## src/rtl/fifo_axis_packer_pkg.sv

```systemverilog
// fifo_axis_packer_pkg: shared types and helpers for the FIFO-to-AXIS byte packer.
package fifo_axis_packer_pkg;
  typedef enum logic {S_FILL, S_SEND} state_e;
  localparam int BYTES_PER_WORD = 4;
  localparam int AXIS_DW = 32;
  function automatic logic [3:0] keep_of(input logic [2:0] n);
    return 4'((5'd1 << n) - 5'd1);
  endfunction
  function automatic logic [31:0] lane_mask(input logic [3:0] k);
    return {{8{k[3]}}, {8{k[2]}}, {8{k[1]}}, {8{k[0]}}};
  endfunction
endpackage

```

## src/rtl/fifo_axis_packer.sv

```systemverilog
// fifo_axis_packer: drains a byte FIFO, packs bytes little-endian into 32-bit AXI4-Stream words
// with TLAST on packet length, flush or idle timeout; partial words carry TKEEP.
module fifo_axis_packer
  import fifo_axis_packer_pkg::*;
#(
  parameter int FIFO_ADDR_WIDTH = 4,
  parameter int PKT_WORDS       = 16,
  parameter int FLUSH_TIMEOUT   = 255
) (
  input  logic                      rdclk,
  input  logic                      reset_n,
  output logic                      fifo_rden,
  input  logic [7:0]                fifo_dout,
  input  logic                      fifo_empty,
  input  logic [FIFO_ADDR_WIDTH:0]  fifo_count,
  input  logic                      flush,
  output logic [AXIS_DW-1:0]        m_axis_tdata,
  output logic [BYTES_PER_WORD-1:0] m_axis_tkeep,
  output logic                      m_axis_tlast,
  output logic                      m_axis_tvalid,
  input  logic                      m_axis_tready,
  output logic                      busy
);
  localparam int WCW = PKT_WORDS > 1 ? $clog2(PKT_WORDS) : 1;
  localparam int ICW = $clog2(FLUSH_TIMEOUT + 1);
  localparam int CW  = FIFO_ADDR_WIDTH + 1;
  state_e                    state_q, state_d;
  logic [2:0]                byte_cnt_q, byte_cnt_d;
  logic [WCW-1:0]            word_cnt_q, word_cnt_d;
  logic [ICW-1:0]            idle_cnt_q, idle_cnt_d;
  logic                      rd_pend_q, rd_pend_d;
  logic                      flush_pend_q, flush_pend_d;
  logic [AXIS_DW-1:0]        tdata_q, tdata_d;
  logic [BYTES_PER_WORD-1:0] tkeep_q, tkeep_d;
  logic                      tlast_q, tlast_d;
  logic                      tvalid_q, tvalid_d;
  logic fill, cap, have, fl_req, full, idle, tmo, part;
  assign fill   = state_q == S_FILL;
  assign cap    = fill & rd_pend_q;
  assign have   = byte_cnt_q != 3'd0 | rd_pend_q;
  assign fl_req = fill & (flush | flush_pend_q) & have;
  assign full   = cap & byte_cnt_q == 3'd3;
  assign idle   = fill & byte_cnt_q != 3'd0 & ~rd_pend_q & fifo_empty;
  assign tmo    = idle & idle_cnt_q == ICW'(FLUSH_TIMEOUT - 1);
  // A flush that arrives while a read is being issued waits one cycle so that byte is not lost
  assign part   = (fl_req & ~rd_pend_q & ~fifo_rden) | tmo;
  assign fifo_rden = reset_n & fill & ~fifo_empty & ~(flush_pend_q & have)
                   & (byte_cnt_q + 3'(rd_pend_q) < 3'd4);
  assign m_axis_tdata  = tdata_q;
  assign m_axis_tkeep  = tkeep_q;
  assign m_axis_tlast  = tlast_q;
  assign m_axis_tvalid = tvalid_q;
  assign busy = byte_cnt_q != 3'd0 | rd_pend_q | tvalid_q;
  always_comb begin
    state_d      = state_q;
    byte_cnt_d   = byte_cnt_q;
    word_cnt_d   = word_cnt_q;
    tdata_d      = tdata_q;
    tkeep_d      = tkeep_q;
    tlast_d      = tlast_q;
    tvalid_d     = tvalid_q;
    rd_pend_d    = fifo_rden;
    idle_cnt_d   = idle ? idle_cnt_q + ICW'(1) : '0;
    flush_pend_d = fill ? fl_req : flush_pend_q | flush;
    if (cap) begin
      tdata_d[{byte_cnt_q[1:0], 3'b000} +: 8] = fifo_dout;
      byte_cnt_d = byte_cnt_q + 3'd1;
    end
    if (full) begin
      tkeep_d      = '1;
      tlast_d      = word_cnt_q == WCW'(PKT_WORDS - 1) | fl_req;
      tvalid_d     = 1'b1;
      state_d      = S_SEND;
      flush_pend_d = 1'b0;
    end else if (part) begin
      tkeep_d      = keep_of(byte_cnt_q);
      tdata_d      = tdata_q & lane_mask(keep_of(byte_cnt_q));
      tlast_d      = 1'b1;
      tvalid_d     = 1'b1;
      state_d      = S_SEND;
      flush_pend_d = 1'b0;
      idle_cnt_d   = '0;
    end
    if (tvalid_q & m_axis_tready) begin
      tvalid_d   = 1'b0;
      tlast_d    = 1'b0;
      byte_cnt_d = 3'd0;
      state_d    = S_FILL;
      word_cnt_d = tlast_q ? '0 : word_cnt_q + WCW'(1);
    end
  end
  always_ff @(posedge rdclk or negedge reset_n) begin
    if (!reset_n) begin
      state_q      <= S_FILL;
      byte_cnt_q   <= '0;
      word_cnt_q   <= '0;
      idle_cnt_q   <= '0;
      rd_pend_q    <= 1'b0;
      flush_pend_q <= 1'b0;
      tdata_q      <= '0;
      tkeep_q      <= '0;
      tlast_q      <= 1'b0;
      tvalid_q     <= 1'b0;
    end else begin
      state_q      <= state_d;
      byte_cnt_q   <= byte_cnt_d;
      word_cnt_q   <= word_cnt_d;
      idle_cnt_q   <= idle_cnt_d;
      rd_pend_q    <= rd_pend_d;
      flush_pend_q <= flush_pend_d;
      tdata_q      <= tdata_d;
      tkeep_q      <= tkeep_d;
      tlast_q      <= tlast_d;
      tvalid_q     <= tvalid_d;
    end
  end
  // fifo_count is status only; it is sanity-checked against the FIFO depth and empty flag
  always_ff @(posedge rdclk) begin
    if (reset_n) begin
      assert (fifo_count <= CW'(1 << FIFO_ADDR_WIDTH));
      assert (!fifo_empty || fifo_count == '0);
    end
  end
endmodule

```

## config.mk

```make
export PLATFORM = sky130hd
export DESIGN_NAME = fifo_axis_packer
export DESIGN_NICKNAME = d
export VERILOG_FILES = /design/src/rtl/fifo_axis_packer_pkg.sv /design/src/rtl/fifo_axis_packer.sv
export SDC_FILE = /design/constraint.sdc
export NUM_CORES = 1
export LEC_CHECK = 0
export ABC_AREA = 1
export BUFFER_PORTS_ARGS = -buffer_cell sky130_fd_sc_hd__buf_2
export CAP_MARGIN = 20
export CORE_UTILIZATION = 38
export CTS_BUF_LIST = sky130_fd_sc_hd__clkbuf_4 sky130_fd_sc_hd__clkbuf_8
export DETAILED_ROUTE_END_ITERATION = 10
export GPL_TIMING_DRIVEN = 0
export HOLD_SLACK_MARGIN = 0.02
export REMOVE_ABC_BUFFERS = 1
export SETUP_SLACK_MARGIN = 0.3
export SLEW_MARGIN = 20
export SYNTH_ARGS = -nofsm -noshare
export SYNTH_HDL_FRONTEND = slang
export SYNTH_SLANG_ARGS = --single-unit
```

## constraint.sdc

```tcl
create_clock -name rdclk -period 2.1 [get_ports rdclk]
set_clock_uncertainty 0.1 [all_clocks]
set_input_delay 0.21 -clock rdclk [delete_from_list [all_inputs] [get_ports rdclk]]
set_output_delay 0.21 -clock rdclk [all_outputs]
set_load 0.01 [all_outputs]
```

Word level (Yosys, flattened, before mapping) --
Index checks and enable logic that the tools add are counted.
Word-level totals: bits in registers 55, input bits 18
Cells by class: add/sub/neg operators 6, magnitude comparators 1, equal/unequal tests 3, shift-type cells 3, multiplexer cells 20, bitwise operators 27, reductions and logical operators 4
Operators by type and width (number):
- 32-bit 2-to-1 mux | 3
- 32-bit bitwise AND | 1
- 32-bit bitwise mux | 1
- 8-bit by 7-bit variable shift with 32-bit output, first input constant | 1
- 8-bit by 7-bit variable part select with 32-bit output | 1
- 8-bit 2-to-1 mux | 3
- 1-bit bitwise AND | 16
- 4-bit 2-to-1 mux | 3
- 8-bit by 1-bit adder with 8-bit output, second input constant | 1
- 8-bit == test, second input constant | 1
- 1-bit 2-to-1 mux | 8
- 5-bit negation with 7-bit output | 1
- 3-bit 2-to-1 mux | 2
- 3-bit nonzero test | 2
- 1-bit NOT | 5
- 1-bit OR | 5
- 4-bit by 1-bit adder with 4-bit output, second input constant | 1
- 4-bit == test, second input constant | 1
- 2-bit nonzero test | 2
- 1-bit by 3-bit << shifter with 4-bit output, first input constant | 1
- 4-bit by 1-bit subtractor with 4-bit output, second input constant | 1
- 3-bit by 1-bit adder with 3-bit output | 1
- 3-bit by 1-bit adder with 3-bit output, second input constant | 1
- 3-bit by 2-bit == test with 1-bit output, second input constant | 1
- 3-bit less-than comparator, second input constant | 1

Depth between registers and ports, before layout --
word-level depth 12, depth in mapped cells 11, mapped depth without buffers 10

Least setup slack after synthesis --
No wires, ideal clock.
path type register to register, start register byte_cnt_q[0], end register tdata_q[16] (netlist: m_axis_tdata[16]), library setup time 118 ps, arrival 1696 ps, data required time 1882 ps, path slack 186 ps, cell stages (with the launch flop) 12, buffers on the path 1, period minus slack after synthesis 1914 ps, cell sequence dfrtp_1 inv_1 ha_1 inv_2 nor2_2 nor2_1 nand3_2 nand2_4 inv_4 buf_6 nand2_1 nand2_1
On the way: longest elaborated chain between the ends 11, elaborated cells between the ends (all ways) 29, classes of those cells add/sub (3); order compare (1); eq/ne (1); shift (3); mux (4); bitwise (16); reduce/logical (1)
RTL lines:
- from (decl) | RTL line fifo_axis_packer.sv:28 | logic [2:0] byte_cnt_q, byte_cnt_d;
- from (signal assigned) | RTL line fifo_axis_packer.sv:106 | byte_cnt_q <= byte_cnt_d;
- parallel branches: the longest is 10 deep, another holds 5-bit negation with 7-bit output
- 32-bit 2-to-1 mux * | RTL line fifo_axis_packer.sv:69 | if (full) begin
- named net tdata_d[16] | RTL line fifo_axis_packer.sv:33 | logic [AXIS_DW-1:0] tdata_q, tdata_d;
- to (signal assigned) | RTL line fifo_axis_packer.sv:111 | tdata_q <= tdata_d;
- to (decl) | RTL line fifo_axis_packer.sv:33
Mark *: on every way through the listed nets, which the timed path passes. A chain may end at the register's enable or synchronous reset.

Worst setup path in the final report --
start register byte_cnt_q[0], end output fifo_rden
On the way: longest elaborated chain between the ends 6, elaborated cells between the ends (all ways) 8, classes of those cells add/sub (1); order compare (1); bitwise (5); reduce/logical (1)
RTL lines:
- parallel branches: the longest is 5 deep, another holds 3-bit by 1-bit adder with 3-bit output
- 1-bit bitwise AND * | RTL line fifo_axis_packer.sv:48 | & (byte_cnt_q + 3'(rd_pend_q) < 3'd4);
- to (decl) | RTL line fifo_axis_packer.sv:12 | output logic fifo_rden,
Mark *: on every way between the ends.

==> run_results.csv <==
group,metric,value,unit
worst_setup_path,crit_type,"reg -> out",
timing,rsz0062_at_grt,"yes",
timing,slew_viol_final,0,
worst_setup_path,worst_ep_arrival_time,1.51,ns
synthesis,yosysMostFrequentCell,"sky130_fd_sc_hd__nand2_1",
die,rows,31,
timing,timing_worst_slew_pin_value,0.522,ns
synthesis,synth_top_family_by_area,"simple AND/OR/NAND/NOR gates",
grt,grt_antenna_before_repair,0,
worst_setup_path,critical_path.startpoint_type,"flip-flop",
timing,setup_viol,0,
clock_tree,cts.sink_count,55,
route,detail_route.drc_violations,0,
clock_tree,clkSlewWorstSetupHoldPaths,0.10,ns
timing,finalHoldWorstSlack,-0.254,ns
route,postRouteWirelength,7410,um
timing,period_minus_slack,1.82,ns
hold_path,min_path_type,"in -> async",
final_layout,final.fill_count,698,
route,highest-signal-layer,"met4",
worst_setup_path,critPathMaxFanout,3,
timing,fmax,548,MHz
synthesis,synth.top_cells.by_area,"sky130_fd_sc_hd__dfrtp_1, sky130_fd_sc_hd__nand2_1, sky130_fd_sc_hd__o21ai_0",
clock_tree,cts.htree.levels,2,
synthesis,netlist-cell-type-count,30,
place,detailedPlace.worstSlack,-0.806,ns
die,effective_utilization_at_floorplan,39.2,%
route,detailed_route_wire_length_on_metal_1,3540,um
route,detailedRoute.firstIterationViolations,102,
power,vdd.ir_drop.worst,484,uV
timing,setup_tns,0,ns
synthesis,synth-simple-area-share,27.7,%
grt,groute.usage.overall,19.7,%
clock_tree,worstSkewPairLatency,0.31,ns
grt,number_of_global_route_vias_before_repair,2384,
grt,wire_length_of_the_first_global_routing_pass,11800,um
die,dieHeight,88.5,um
route,via_count,2615,
place,placement.cell_area,3190,um2
synthesis,netlist.area_leader.share,48.4,%
synthesis,yosys.area_share.adder,4.40,%
die,floorplan.core_area,7250,um2
synthesis,synth-edff-count,0,
synthesis,synth.mux.area_fraction,0,%
synthesis,post_synth_inst_count,352,
die,die_w,88.5,um
route,viasPerCell,5.01,
final_layout,final_layout_size_suffix_gt1_share,29.3,%
outcome,failed_checks,"hold timing",
synthesis,seq_total_area_yosys,48.4,%
synthesis,synth_commonest_cells,"sky130_fd_sc_hd__nand2_1, sky130_fd_sc_hd__dfrtp_1, sky130_fd_sc_hd__o21ai_0",
worst_setup_path,timing.critical_path.cells,"inv_2 -> ha_4 -> nand3_2 -> nand2_2 -> nand3_4 -> inv_1 -> buf_2",
route,met3WireLength,220,um
route,routed_wire_length_per_instance,14.2,um
worst_setup_path,cpLargestDelayFamily,"flip-flops",
place,routabilityCongestion,0.735,
power,total_leakage_power,1.91,nW
route,met2_wire_length,3490,um
clock_tree,cts_tree,"done",
final_layout,nNetsFinal,450,
grt,grt-ovfl-total,0,
timing,timing_hold_violations_final,55,
synthesis,mappedNetlistArea,2840,um2
synthesis,synthDominantAreaCellType,"sky130_fd_sc_hd__dfrtp_1",
synthesis,post_synth_xor_area_fraction,2.46,%
route,route.antenna.remaining_nets,0,
synthesis,synth_ff_type,"sky130_fd_sc_hd__dfrtp_1",
timing,max-slew-margin-rel,65.2,%
clock_tree,clock_path_buffers,2,
worst_setup_path,crit_path_top_delay_cell,"sky130_fd_sc_hd__dfrtp_2",
flow_run,timing.max_cap.violations,0,
place,place.port_buffers,52,
die,ioPinCount,58,
worst_setup_path,cp-end-kind,"output pin",
power,power-per-cell-area,1420,nW/um2
worst_setup_path,timing.critical_path.required,1.79,ns
final_layout,stdcell_area,3700,um2
route,detail_route.first_pass.iterations,4,
final_layout,post-route-util,51.0,%
worst_setup_path,critical_path.max_stage_delay,0.43,ns
final_layout,syn2layout_area_growth,30.1,%
clock_tree,ctsRootBufferMaster,"sky130_fd_sc_hd__clkbuf_8",
timing,finalWorstSetupSlack,0.275,ns
outcome,run_status,"finished with violations",
clock_tree,cts_buffers,5,
synthesis,synth-compound-area-share,10.7,%
timing,final_min_period_over_clock_period,86.9,%
synthesis,mean_instance_size_in_the_synthesized_netlist,8.08,um2
grt,grt_max_degree,57,
final_layout,antenna_cells_inserted,0,
place,dp_hpwl,4650,um
synthesis,number_of_flip_flops_and_latches_in_the_synthesized_netlist,55,
synthesis,yosysWarningCount,0,
worst_setup_path,crit_buf_inv,3,
die,floorplan_die_area,7830,um2
synthesis,ys_async_sr_fraction,100,%
==> registers in the layout, indices dropped and copies added, names as in the netlist <==
register,count
word_cnt_q,4
state_q,1
m_axis_tkeep,4
rd_pend_q,1
m_axis_tdata,32
m_axis_tlast,1
byte_cnt_q,3
idle_cnt_q,8
flush_pend_q,1
==> cells by family (layout without fill, tap and decap cells) <==
logic type	after synthesis	after routing
AOI/OAI and AO/OA	59	59
and+or+nand+nor	179	180
xor gates and xnor gates	8	8
adders and majority gates	10	10
buffers and inverters	41	111
DFF	55	55
==> routing by layer <==
metal	global-route usage, %	vias to the layer above
met5	0	-
met4	6.74	0
met3	2.99	10
met2	31.7	48
met1	27.2	1262
li1	-	1295
==> through the flow <==
step | cells | power [mW]
after floorplan | 346 | 3.08
after global placement | 497 | 3.83
after detailed placement | 497 | 3.88
after CTS | 516 | 4.96
after global routing | 522 | 5.68
final | 522 | 5.26
==> layout make-up <==
type	count	area, um2	area share (%)
clock buffers	7	83.8	2.27
repair buffers	68	440	11.9
well taps	99	124	3.35
inverters	35	158	4.26
flip-flops and latches	55	1380	37.3
multi-input cells	257	1510	40.8
clock inverters	1	5.00	0.135
==> final timing paths <==
path	slack, ns	cells after the start	start	end
max reg2reg	0.29	10	byte_cnt_q[0]$_DFFE_PN0P_	idle_cnt_q[4]$_DFF_PN0_
min	-0.25	1	reset_n	m_axis_tdata[19]$_DFF_PN0_
min reg2reg	0.37	1	m_axis_tkeep[0]$_DFFE_PN0P_	m_axis_tkeep[0]$_DFFE_PN0P_
min in group rdclk	0.08	3	fifo_dout[2]	m_axis_tdata[2]$_DFF_PN0_
max in group asynchronous	1.76	1	reset_n	rd_pend_q$_DFF_PN0_
max	0.28	7	byte_cnt_q[0]$_DFFE_PN0P_	fifo_rden
==> placed cells by master (no fill, tap or decap), types with 2 or more instances in the layout <==
cell                       count
sky130_fd_sc_hd__clkbuf_8      5
sky130_fd_sc_hd__nand2_8       3
sky130_fd_sc_hd__nor2_1       13
sky130_fd_sc_hd__nor2_4        4
sky130_fd_sc_hd__a21oi_1       3
sky130_fd_sc_hd__nand3_2       9
sky130_fd_sc_hd__o21ai_1      12
sky130_fd_sc_hd__nand3_1      26
sky130_fd_sc_hd__ha_4          2
sky130_fd_sc_hd__buf_4        11
sky130_fd_sc_hd__xor2_1        4
sky130_fd_sc_hd__nand4_1       8
sky130_fd_sc_hd__or2_1         2
sky130_fd_sc_hd__xnor2_1       3
sky130_fd_sc_hd__clkbuf_4      2
sky130_fd_sc_hd__buf_12        2
sky130_fd_sc_hd__dfrtp_1      53
sky130_fd_sc_hd__nand2_2       4
sky130_fd_sc_hd__buf_2        51
sky130_fd_sc_hd__ha_2          3
sky130_fd_sc_hd__ha_1          5
sky130_fd_sc_hd__nor3_1        4
sky130_fd_sc_hd__o21ai_0      40
sky130_fd_sc_hd__inv_2         8
sky130_fd_sc_hd__dfrtp_2       2
sky130_fd_sc_hd__nand2_4       3
sky130_fd_sc_hd__nand2_1      98
sky130_fd_sc_hd__buf_6         2
sky130_fd_sc_hd__inv_1        24
sky130_fd_sc_hd__nand3_4       3
==> power breakdown <==
part | total, mW | switching, mW | internal (mW)
sequential | 1.72 | 0.285 | 1.43
combinational | 2.93 | 1.79 | 1.14
clock | 0.614 | 0.353 | 0.262
total | 5.26 | 2.43 | 2.83
==> what timing repair did <==
| action | 4_1_cts | 5_1_grt |
|---|---|---|
| cloned | 1 | 1 |
| hold endpoints to repair | 55 | 55 |
| setup buffers | 10 | 5 |
| setup endpoints to repair | 49 | 40 |
| resized for setup | 38 | 24 |
| pin swaps | 5 | 9 |
Power figures use the tool's default switching activity.
